[src/rtl/chan_mux_pipe.sv]
// chan_mux_pipe: registered N:1 channel selector with a STAGES-deep output
// pipeline. A channel switch drains the pipeline and inserts a guard band,
// so words from the old and new channels never interleave at data_out.
//
// Switch handshake: sel_load is a one-cycle strobe sampled with sel_req.
// A request is taken only in RUN with an in-range sel_req that differs
// from sel_cur. Taking it raises sel_busy on the following cycle, and
// sel_busy stays high until the edge that updates sel_cur. A strobe that
// arrives while busy, or that names a channel >= NCH, is rejected with a
// registered one-cycle sel_err pulse. A strobe that names the current
// channel is a silent no-op. There is no backpressure anywhere.
module chan_mux_pipe #(
    parameter int WIDTH  = 8,
    parameter int NCH    = 4,
    parameter int STAGES = 2,
    parameter int GUARD  = 2,
    parameter int SW     = (NCH > 1) ? $clog2(NCH) : 1
) (
    input  logic                 clk,
    input  logic                 reset,
    input  logic [NCH*WIDTH-1:0] data_in,
    input  logic [NCH-1:0]       in_valid,
    input  logic [SW-1:0]        sel_req,
    input  logic                 sel_load,
    output logic [SW-1:0]        sel_cur,
    output logic                 sel_busy,
    output logic                 sel_err,
    output logic [WIDTH-1:0]     data_out,
    output logic                 out_valid,
    output logic [1:0]           dbg_state
);

    // FSM encoding. RUN is all-zero, so the reset state reads as 0 on dbg_state.
    localparam logic [1:0] ST_RUN   = 2'd0;
    localparam logic [1:0] ST_DRAIN = 2'd1;
    localparam logic [1:0] ST_GUARD = 2'd2;

    // The bubble counter must hold the larger of STAGES and GUARD.
    localparam int CNT_MAX = (STAGES > GUARD) ? STAGES : GUARD;
    localparam int CW      = $clog2(CNT_MAX + 1);

    localparam logic [CW-1:0] CNT_STAGES = CW'(STAGES);
    localparam logic [CW-1:0] CNT_GUARD  = CW'(GUARD);
    localparam logic [CW-1:0] CNT_ONE    = CW'(1);
    localparam logic [CW-1:0] CNT_ZERO   = '0;

    // sel_req is extended by one bit so the range check stays correct
    // even when NCH is an exact power of two.
    localparam logic [SW:0] NCH_W = (SW + 1)'(NCH);

    // Control state.
    logic [1:0]    state_q, state_d;
    logic [CW-1:0] cnt_q,   cnt_d;
    logic [SW-1:0] pend_q,  pend_d;
    logic [SW-1:0] cur_q,   cur_d;
    logic          err_q,   err_d;

    // Pipeline state. Index 0 is the capture stage; STAGES-1 drives the outputs.
    logic             pv_q [STAGES];
    logic             pv_d [STAGES];
    logic [WIDTH-1:0] pd_q [STAGES];
    logic [WIDTH-1:0] pd_d [STAGES];

    // Input routing.
    logic [WIDTH-1:0] chan_words [NCH];
    logic             req_in_range;
    logic             s0_valid;
    logic [WIDTH-1:0] s0_data;

    // Split the flat input bus into per-channel words.
    always_comb begin
        for (int k = 0; k < NCH; k++) begin
            chan_words[k] = data_in[k*WIDTH +: WIDTH];
        end
    end

    // Select the routed channel. Outside RUN, stage 0 sees a bubble.
    always_comb begin
        req_in_range = ({1'b0, sel_req} < NCH_W);
        s0_data      = chan_words[cur_q];
        s0_valid     = (state_q == ST_RUN) && in_valid[cur_q];
    end

    // Switch sequencer: RUN -> DRAIN (STAGES bubbles) -> GUARD (GUARD bubbles) -> RUN.
    always_comb begin
        state_d = state_q;
        cnt_d   = cnt_q;
        pend_d  = pend_q;
        cur_d   = cur_q;
        err_d   = 1'b0;

        // Any strobe outside RUN is rejected. The pending request is kept.
        if (sel_load && (state_q != ST_RUN)) begin
            err_d = 1'b1;
        end

        case (state_q)
            ST_RUN: begin
                if (sel_load) begin
                    if (!req_in_range) begin
                        err_d = 1'b1;
                    end else if (sel_req != cur_q) begin
                        pend_d  = sel_req;
                        state_d = ST_DRAIN;
                        cnt_d   = CNT_STAGES;
                    end
                end
            end

            ST_DRAIN: begin
                if (cnt_q == CNT_ONE) begin
                    if (GUARD == 0) begin
                        // No guard band: the new channel takes effect now.
                        state_d = ST_RUN;
                        cnt_d   = CNT_ZERO;
                        cur_d   = pend_q;
                    end else begin
                        state_d = ST_GUARD;
                        cnt_d   = CNT_GUARD;
                    end
                end else begin
                    cnt_d = cnt_q - CNT_ONE;
                end
            end

            ST_GUARD: begin
                if (cnt_q == CNT_ONE) begin
                    // sel_cur switches on the same edge that re-enters RUN.
                    state_d = ST_RUN;
                    cnt_d   = CNT_ZERO;
                    cur_d   = pend_q;
                end else begin
                    cnt_d = cnt_q - CNT_ONE;
                end
            end

            default: begin
                // Unreachable encoding: recover to RUN on the current channel.
                state_d = ST_RUN;
                cnt_d   = CNT_ZERO;
            end
        endcase
    end

    // Register the control state.
    always_ff @(posedge clk or posedge reset) begin
        if (reset) begin
            state_q <= ST_RUN;
            cnt_q   <= CNT_ZERO;
            pend_q  <= '0;
            cur_q   <= '0;
            err_q   <= 1'b0;
        end else begin
            state_q <= state_d;
            cnt_q   <= cnt_d;
            pend_q  <= pend_d;
            cur_q   <= cur_d;
            err_q   <= err_d;
        end
    end

    // Pipeline next state: valid bits always shift, data loads only with valid.
    always_comb begin
        pv_d[0] = s0_valid;
        pd_d[0] = s0_valid ? s0_data : pd_q[0];
        for (int i = 1; i < STAGES; i++) begin
            pv_d[i] = pv_q[i-1];
            pd_d[i] = pv_q[i-1] ? pd_q[i-1] : pd_q[i];
        end
    end

    // Register the pipeline. Data is cleared on reset so data_out reads 0.
    always_ff @(posedge clk or posedge reset) begin
        if (reset) begin
            for (int i = 0; i < STAGES; i++) begin
                pv_q[i] <= 1'b0;
                pd_q[i] <= '0;
            end
        end else begin
            for (int i = 0; i < STAGES; i++) begin
                pv_q[i] <= pv_d[i];
                pd_q[i] <= pd_d[i];
            end
        end
    end

    // Drive the outputs straight from registers.
    always_comb begin
        sel_cur   = cur_q;
        sel_busy  = (state_q != ST_RUN);
        sel_err   = err_q;
        data_out  = pd_q[STAGES-1];
        out_valid = pv_q[STAGES-1];
        dbg_state = state_q;
    end

endmodule

[config.mk]
export PLATFORM = sky130hd
export DESIGN_NAME = chan_mux_pipe
export DESIGN_NICKNAME = d
export VERILOG_FILES = /design/src/rtl/chan_mux_pipe.sv
export SDC_FILE = /design/constraint.sdc
export NUM_CORES = 1
export LEC_CHECK = 0
export BUFFER_PORTS_ARGS = -buffer_cell sky130_fd_sc_hd__buf_2
export CORE_AREA = 2 2 66 93
export DETAILED_ROUTE_END_ITERATION = 7
export DIE_AREA = 0 0 68 95
export GPL_TIMING_DRIVEN = 0
export HOLD_SLACK_MARGIN = 0.12
export SLEW_MARGIN = 10
export SYNTH_ARGS = -nofsm -noshare
export SYNTH_HDL_FRONTEND = slang
export SYNTH_SLANG_ARGS = --single-unit
[constraint.sdc]
create_clock -name clk -period 4.98 [get_ports clk]
set_clock_uncertainty 0.1 [all_clocks]
set_input_delay 0.498 -clock clk [delete_from_list [all_inputs] [get_ports clk]]
set_output_delay 0.498 -clock clk [all_outputs]
set_load 0.02 [all_outputs]
# After elaboration in Yosys (flattened, before gate mapping)
# Cells that the tools add are included.
[totals]
wordCells = 45
output_inout_bits = 15
inputBits = 41
ff_bits = 27
[op_classes]
bitwise = 1
magnitude_cmp = 2
mux = 16
reduce_logical = 8
add_sub_neg = 1
n_eq_ne = 8
[ops]
columns = ["cell", "count"]
rows = [
  ["binary-select mux 8 bit (select 2 bit)", 1],
  ["2-to-1 mux 2 bit", 8],
  ["2-to-1 mux 8 bit", 2],
  ["case mux 2 bit (3 select lines)", 2],
  ["inequality test 2 bit, second input constant", 3],
  ["equality test 2 x 1 -> 1 bit, second input constant", 2],
  ["AND reduction 2 bit", 2],
  ["AND reduction 4 bit", 1],
  ["greater-or-equal comparator 3 bit, second input constant", 1],
  ["less-than comparator 2 x 3 -> 1 bit, second input constant", 1],
  ["inverter 2 -> 3 bit", 1],
  ["AND reduction 3 bit", 1],
  ["binary-select mux 1 bit (select 2 bit)", 1],
  ["equality test 2 bit, second input constant", 1],
  ["logical AND 1 bit", 2],
  ["logical NOT 2 bit", 1],
  ["2-to-1 mux 1 bit", 2],
  ["inequality test 2 x 1 -> 1 bit, second input constant", 1],
  ["inequality test 2 bit", 1],
  ["nonzero test 2 bit", 1],
  ["subtractor 2 x 1 -> 2 bit, second input constant", 1],
]

# Depth between registers and ports, before layout
# Gate-level depths: netlist of run 1.
[logic_depth]
ltp_word = 4
ltp_mapped = 5
ltp_nobuf = 5

# Worst setup path after synthesis of run 1
# No wires, ideal clock.
[synth_timing]
path_type = "register to register"
startpoint = "register state_q[1], in the netlist dbg_state[1]"
endpoint = "register pd_q[10] (netlist name)"
t_required_ps = 4755
path_stages_with_launch = 4
arrival_time_ps = 1548
synth_period_minus_slack_ps = 1773
setup_ps = 125
path_slack_ps = 3207
n_path_buf = 0
path_cell_list = "dfrtp_1 or3b_1 o22ai_4 mux2_2"
[synth_rtl]
columns = ["element", "line_no", "rtl"]
rows = [
  ["from (decl)", "52", "logic [1:0] state_q, state_d;"],
  ["from (signal assigned)", "154", "state_q <= state_d;"],
  ["to (signal, indexed assignment)", "182", "pd_q[i] <= pd_d[i];"],
  ["to (decl)", "61", "logic [WIDTH-1:0] pd_q [STAGES];"],
]

==> flow_summary.toml, run 1 <==
[placed_design]
dp_hpwl_um = 2400
dpl_worst_slack_ps = 3100
place_congestion = 0.690
postPlaceCellArea_mm2 = 0.00174
place_inst = 220
io_buffers = 55

[cells_and_area]
fillers = 580
drive_gt1_frac = 0.636
finalCoreUtilization = 0.313
layout.cells.non_filler = 224
final_common_cell = "buf_2"
area_growth_syn_to_layout_pct = 29.7
diodes = 0
final_cell_mix = "55 x buf_2, 27 x dfrtp_1, 20 x mux2_2, 10 x buf_4, 8 x mux4_2"
num-nets-final = 198
stdcell_area_mm2 = 0.00178

[logic_synthesis]
synth_nets = 138
syn_avg_cell_area_um2 = 14.5
syn-cell-area_mm2 = 0.00137
syn_inst = 95
synth_top_cell_area_share = 0.492
ys_seq_elements = 27
yosysUniqueCellTypes = 24
synth.top_cells.by_area = "dfrtp_1 49%, mux2_2 16%, mux4_2 13%"
yosysTopAreaCell = "dfrtp_1"
synth_warnings = 0
synth_seq_area_share = 0.492

[die]
die_height_um = 95
start_util = 0.241
core_mm2 = 0.00570
die_w_um = 68
ios = 56
dieArea_mm2 = 0.00646
row_count = 33

[pwr]
peakVddDrop_v = 0.000169
p_clk_frac = 0.117
p_per_area_mw_per_mm2 = 583
swShare = 0.361
p_int_w = 0.000663
switching_power_w = 0.000375
pwr-share-seq = 0.381
leakagePower_nw = 0.836
comb_power_share = 0.502

[setup_path]
ff2ff_setup_slack_ps = 3120
critical_path_class = "flop to flop"
reg2reg_depth = 3
critPathLaunch = "dbg_state[1]"
worstReg2RegStart = "dbg_state[1]"
crit_required_ps = 5040
start_kind = "flop"
crit_arrival_ps = 1920
crit_path_end_kind = "flop"
critPathMaxFanout = 9

[grt]
grt_pass1_vias = 1055
grt-busiest-layer = "met2"
grt_max_degree = 28
antenna_found_initial = 0
grt_pass1_wl_um = 4640
use_met2 = 0.187
grt.overflow.total = 0
use_met3 = 0.0238
met1_usage = 0.0950
grtUsageTotal = 0.0953

[hold_path]
whs_path_depth = 0
hold_path.class = "flop to flop"
hold_path_startpoint = "pv_d[0]"

[clock_network]
ctsHtreeMaxLevel = 1
tritoncts = "built"
cts_root_buffer = "clkbuf_8"
hold_buffers = 0
cts_sinks = 27
postCtsSetupBuffers = 0
cts_made_buffers = 3
clk_pin_slew_ps = 90
post_cts_resized = 0
clock_latency_ps = 260
clockBufferDepth = 2

[sta]
grt_setup_unrepaired = "false"
setup_tns_ps = 0
finalCritPeriodShare = 0.374
worst_pin_slew_ps = 1070
setup_viol = 0
max_freq_ghz = 0.538
slew_headroom = 0.289
period_needed_ps = 1860
hold_viol_final = 0
setup_slack_ps = 3120
finalMaxSlewViolations = 0

[outcome]
outcome = "completed"

[run]
cap_violations = 0

[drt]
wirelength_um = 2960
firstDrtPassIters = 3
wire_per_inst_um = 13.2
first_iter_violations = 22
drcViolationCount = 0
vias = 979
via_per_inst = 4.37
ant_nets = 0
critical path, stage by stage (launching register included):
cell and delay, ps:
dfrtp_1 480, or3b_1 450, o22ai_4 330, mux2_2 380
cell type report:
type	instances	area [µm²]	area share
buffer	11	78.8	0.0442
clock buffer	4	45.0	0.0253
inverter	4	15.0	0.00843
multi-input combinational	53	604	0.339
sequential	27	676	0.379
tap	70	87.6	0.0492
timing repair buffer	55	275	0.154
logic make-up after synthesis:
| group | count (synthesis) | share of synthesized area |
|---|---|---|
| compound gates | 7 | 0.0437 |
| xor+xnor | 2 | 0.0128 |
| fa+ha+maj | 2 | 0.0182 |
| buf+inv | 15 | 0.0683 |
| flops | 27 | 0.492 |
| mux | 31 | 0.317 |
| simple gates | 11 | 0.0483 |
power groups by stage:
stage	registers [W]	logic, W	clock network [W]
2_1_floorplan	0.000407	0.000383	0
3_3_place_gp	0.000399	0.000523	0
3_5_place_dp	0.000403	0.000532	0
4_1_cts	0.000398	0.000535	0.000130
5_1_grt	0.000411	0.000575	0.000140
6_report	0.000395	0.000522	0.000121
state kept, by name, indices dropped and copies added, names as in the netlist:
signal and count:
data_out 8, pd_q 8, cnt_q 2, dbg_state 2, pend_q 2, sel_cur 2, out_valid 1, pv_d 1
sel_err 1
routing by layer:
metal	share of wire	routed length [µm]	vias up
met5	0	0	-
met4	0.0067	20	0
met3	0.098	291	4
met2	0.54	1600	47
met1	0.35	1050	474
li1	-	-	454
cell usage after synthesis:
cell type,number
nand2b_1,1
or2b_1,2
mux2i_1,3
buf_4,10
or3_1,1
o21ai_0,2
o211ai_1,1
nand3_1,1
ha_1,2
nor2_1,1
xor2_1,2
mux4_2,8
clkbuf_1,1
nand3b_1,1
o22ai_4,1
inv_1,4
or3b_1,1
dfrtp_1,27
a211oi_1,1
nand2_1,2
a31oi_1,1
and2_1,1
a31o_2,1
mux2_2,20
stage by stage:
| step | hold WS [ps] | power (W) |
|---|---|---|
| after CTS | 280 | 0.00106 |
| final | 277 | 0.00104 |
| after global placement | 257 | 0.000923 |
| after floorplan | 252 | 0.000790 |
| after detailed placement | 258 | 0.000936 |
| after global routing | 312 | 0.00113 |
final timing paths:
path,to
min reg2reg,out_valid
max reg2reg,pd_q[13]
min,out_valid
min in group asynchronous,sel_cur[0]
max,pd_q[13]
max in group asynchronous,pd_q[13]
Note: power is estimated with default switching activity, not from simulation.
==> run 2, diff against run 1 <==
==> constraint.sdc (replaced) <==
create_clock -name clk -period 1.65 [get_ports clk]
set_clock_uncertainty 0.1 [all_clocks]
set_input_delay 0.165 -clock clk [delete_from_list [all_inputs] [get_ports clk]]
set_output_delay 0.165 -clock clk [all_outputs]
set_load 0.02 [all_outputs]
==> run 2 against run 1 <==
Compared with the run above:
- the run now ends with negative setup slack left
- clock power grew to 3.0 times the previous value
- via count is 2.8% higher
- flip-flop and latch count stayed put
- critical path depth is 1 higher
- sequential share of layout area is 2.3 points lower
- routed wire length is 0.37% lower
- power grew to 3.2 times the previous value
- global-route usage is 0.18 points higher
- hold slack worse by 19 ps
- maximum frequency is 8.3% higher
- combinational power grew to 3.5 times the previous value
==> flow_summary.toml, run 2 (synthesized netlist as in run 1, its figures left out) <==
[outcome]
outcome = "finished, violations left"
violations = "negative setup slack"

[setup_path]
crit_required_ps = 1700
critPathMaxFanout = 9
crit_arrival_ps = 1770
cpPeakStageDelay_ps = 430
cp.depth = 4
r2r_end = "pd_q[13]"
reg2reg_depth = 4
path_buf_inv = 1
start_kind = "flop"
crit_slowest_cell = "dfrtp_2"
path_cells = "or3b_4 -> o22ai_4 -> buf_12 -> mux2_2"
worstReg2RegStart = "dbg_state[1]"
crit_path_end_kind = "flop"
ff2ff_setup_slack_ps = -70
critical_path_class = "flop to flop"
cp_top_family = "flip-flops"

[drt]
vias = 1006
drcViolationCount = 0
via_per_inst = 4.30
wire_per_inst_um = 12.6
wirelength_um = 2950
ant_nets = 0
first_iter_violations = 37
firstDrtPassIters = 4

[sta]
finalCritPeriodShare = 1.04
hold_viol_final = 0
finalMaxSlewViolations = 0
worst_pin_slew_ps = 594
setup_viol = 8
max_freq_ghz = 0.582
grt_setup_unrepaired = "true"
slew_headroom = 0.603
period_needed_ps = 1720
setup_slack_ps = -68.2

[cells_and_area]
multi_input_area_um2 = 621
area_growth_syn_to_layout_pct = 38.8
drive_gt1_frac = 0.671
diodes = 0
fillers = 580
layout.cells.non_filler = 234
finalCoreUtilization = 0.335
final_common_cell = "buf_2"
final_cell_mix = "55 x buf_2, 24 x dfrtp_1, 17 x mux2_2, 14 x buf_4, 8 x mux4_2"
seq_area_um2 = 679
num-nets-final = 208

[die]
die_w_um = 68
core_mm2 = 0.00570
dieArea_mm2 = 0.00646
ios = 56
start_util = 0.241
die_height_um = 95
row_count = 33

[hold_path]
hold_path_startpoint = "data_in[3]"
whs_path_depth = 3
holdPathEnd = "pd_q[11]"
hold_path.class = "input port to flop"

[grt]
antenna_found_initial = 0
grt.overflow.total = 0
grtUsageTotal = 0.0971
grt_max_degree = 28
grt_pass1_vias = 1067
grt_pass1_wl_um = 4750

[pwr]
peakVddDrop_v = 0.000594
leakagePower_nw = 0.891
p_per_area_mw_per_mm2 = 1750

[clock_network]
cts_sinks = 27
clock_latency_ps = 260
clk_pin_slew_ps = 90
ctsHtreeMaxLevel = 1
clockBufferDepth = 2
cts_made_buffers = 3
cts_root_buffer = "clkbuf_8"
tritoncts = "built"

[run]
cap_violations = 0

[placed_design]
place_inst = 220
dp_hpwl_um = 2300
dpl_worst_slack_ps = -220
place_congestion = 0.632
io_buffers = 55
run 2: cell types whose count changed in the layout (fill, tap and decap cells not counted), moves of 3 or more:
cell / delta
mux2_4: +3
dlygate4sd3_1: +4
buf_4: +4
mux2_2: -3
dfrtp_2: +3
dfrtp_1: -3
run 2: how the worst max path moves through the flow:
stage / end / start / slack (ps)
2_1_floorplan: pd_q[10] / dbg_state[1] / -100
4_1_cts: pd_q[14] / dbg_state[1] / -70
5_1_grt: pd_q[13] / dbg_state[1] / -110
3_5_place_dp: pd_q[8] / dbg_state[1] / -220
6_report: pd_q[13] / dbg_state[1] / -70
3_3_place_gp: pd_q[9] / dbg_state[1] / -180
run 2: cell type report:
class,instances,share of cell area
plain buffers,11,0.0433
clock buffers,4,0.0236
inverters,4,0.00984
multi-input cells,53,0.325
flip-flops and latches,27,0.356
well taps,70,0.0459
repair buffers,65,0.196
run 2: metal layers:
metal	global-route usage	wire (µm)
met2	0.176	1450
met1	0.109	1180
met3	0.0191	300
met5	0	0
met4	0.0350	24
run 2: what timing repair did:
item                                    CTS  global route
hold buffers                              4             0
hold endpoints to repair                 30             0
endpoints found under the setup margin   10            15
buffers inserted                          6             0
gates resized for setup                   2             4
pin swaps                                 2             1
run 2: tightest hold or removal path: cells and delay by family:
kind / cells / cell delay (ps)
mux: 2 / 350
buf+inv: 1 / 70
run 2: stage by stage:
| stage | power (W) | hold WS [ps] | TNS [ps] | area, µm² |
|---|---|---|---|---|
| 2_1_floorplan | 0.00240 | 118 | -796 | 1380 |
| 3_3_place_gp | 0.00279 | 255 | -1530 | 1740 |
| 3_5_place_dp | 0.00282 | 259 | -1800 | 1740 |
| 4_1_cts | 0.00336 | 247 | -539 | 1890 |
| 5_1_grt | 0.00362 | 244 | -1090 | 1910 |
| 6_report | 0.00334 | 258 | -436 | 1910 |
run 2: where the power goes:
group / switching, W / leakage [nW] / internal [W]
Combinational: 0.000809 / 0.546 / 0.00100
Clock: 0.000189 / 0.0228 / 0.000172
Sequential: 0.000166 / 0.322 / 0.000997
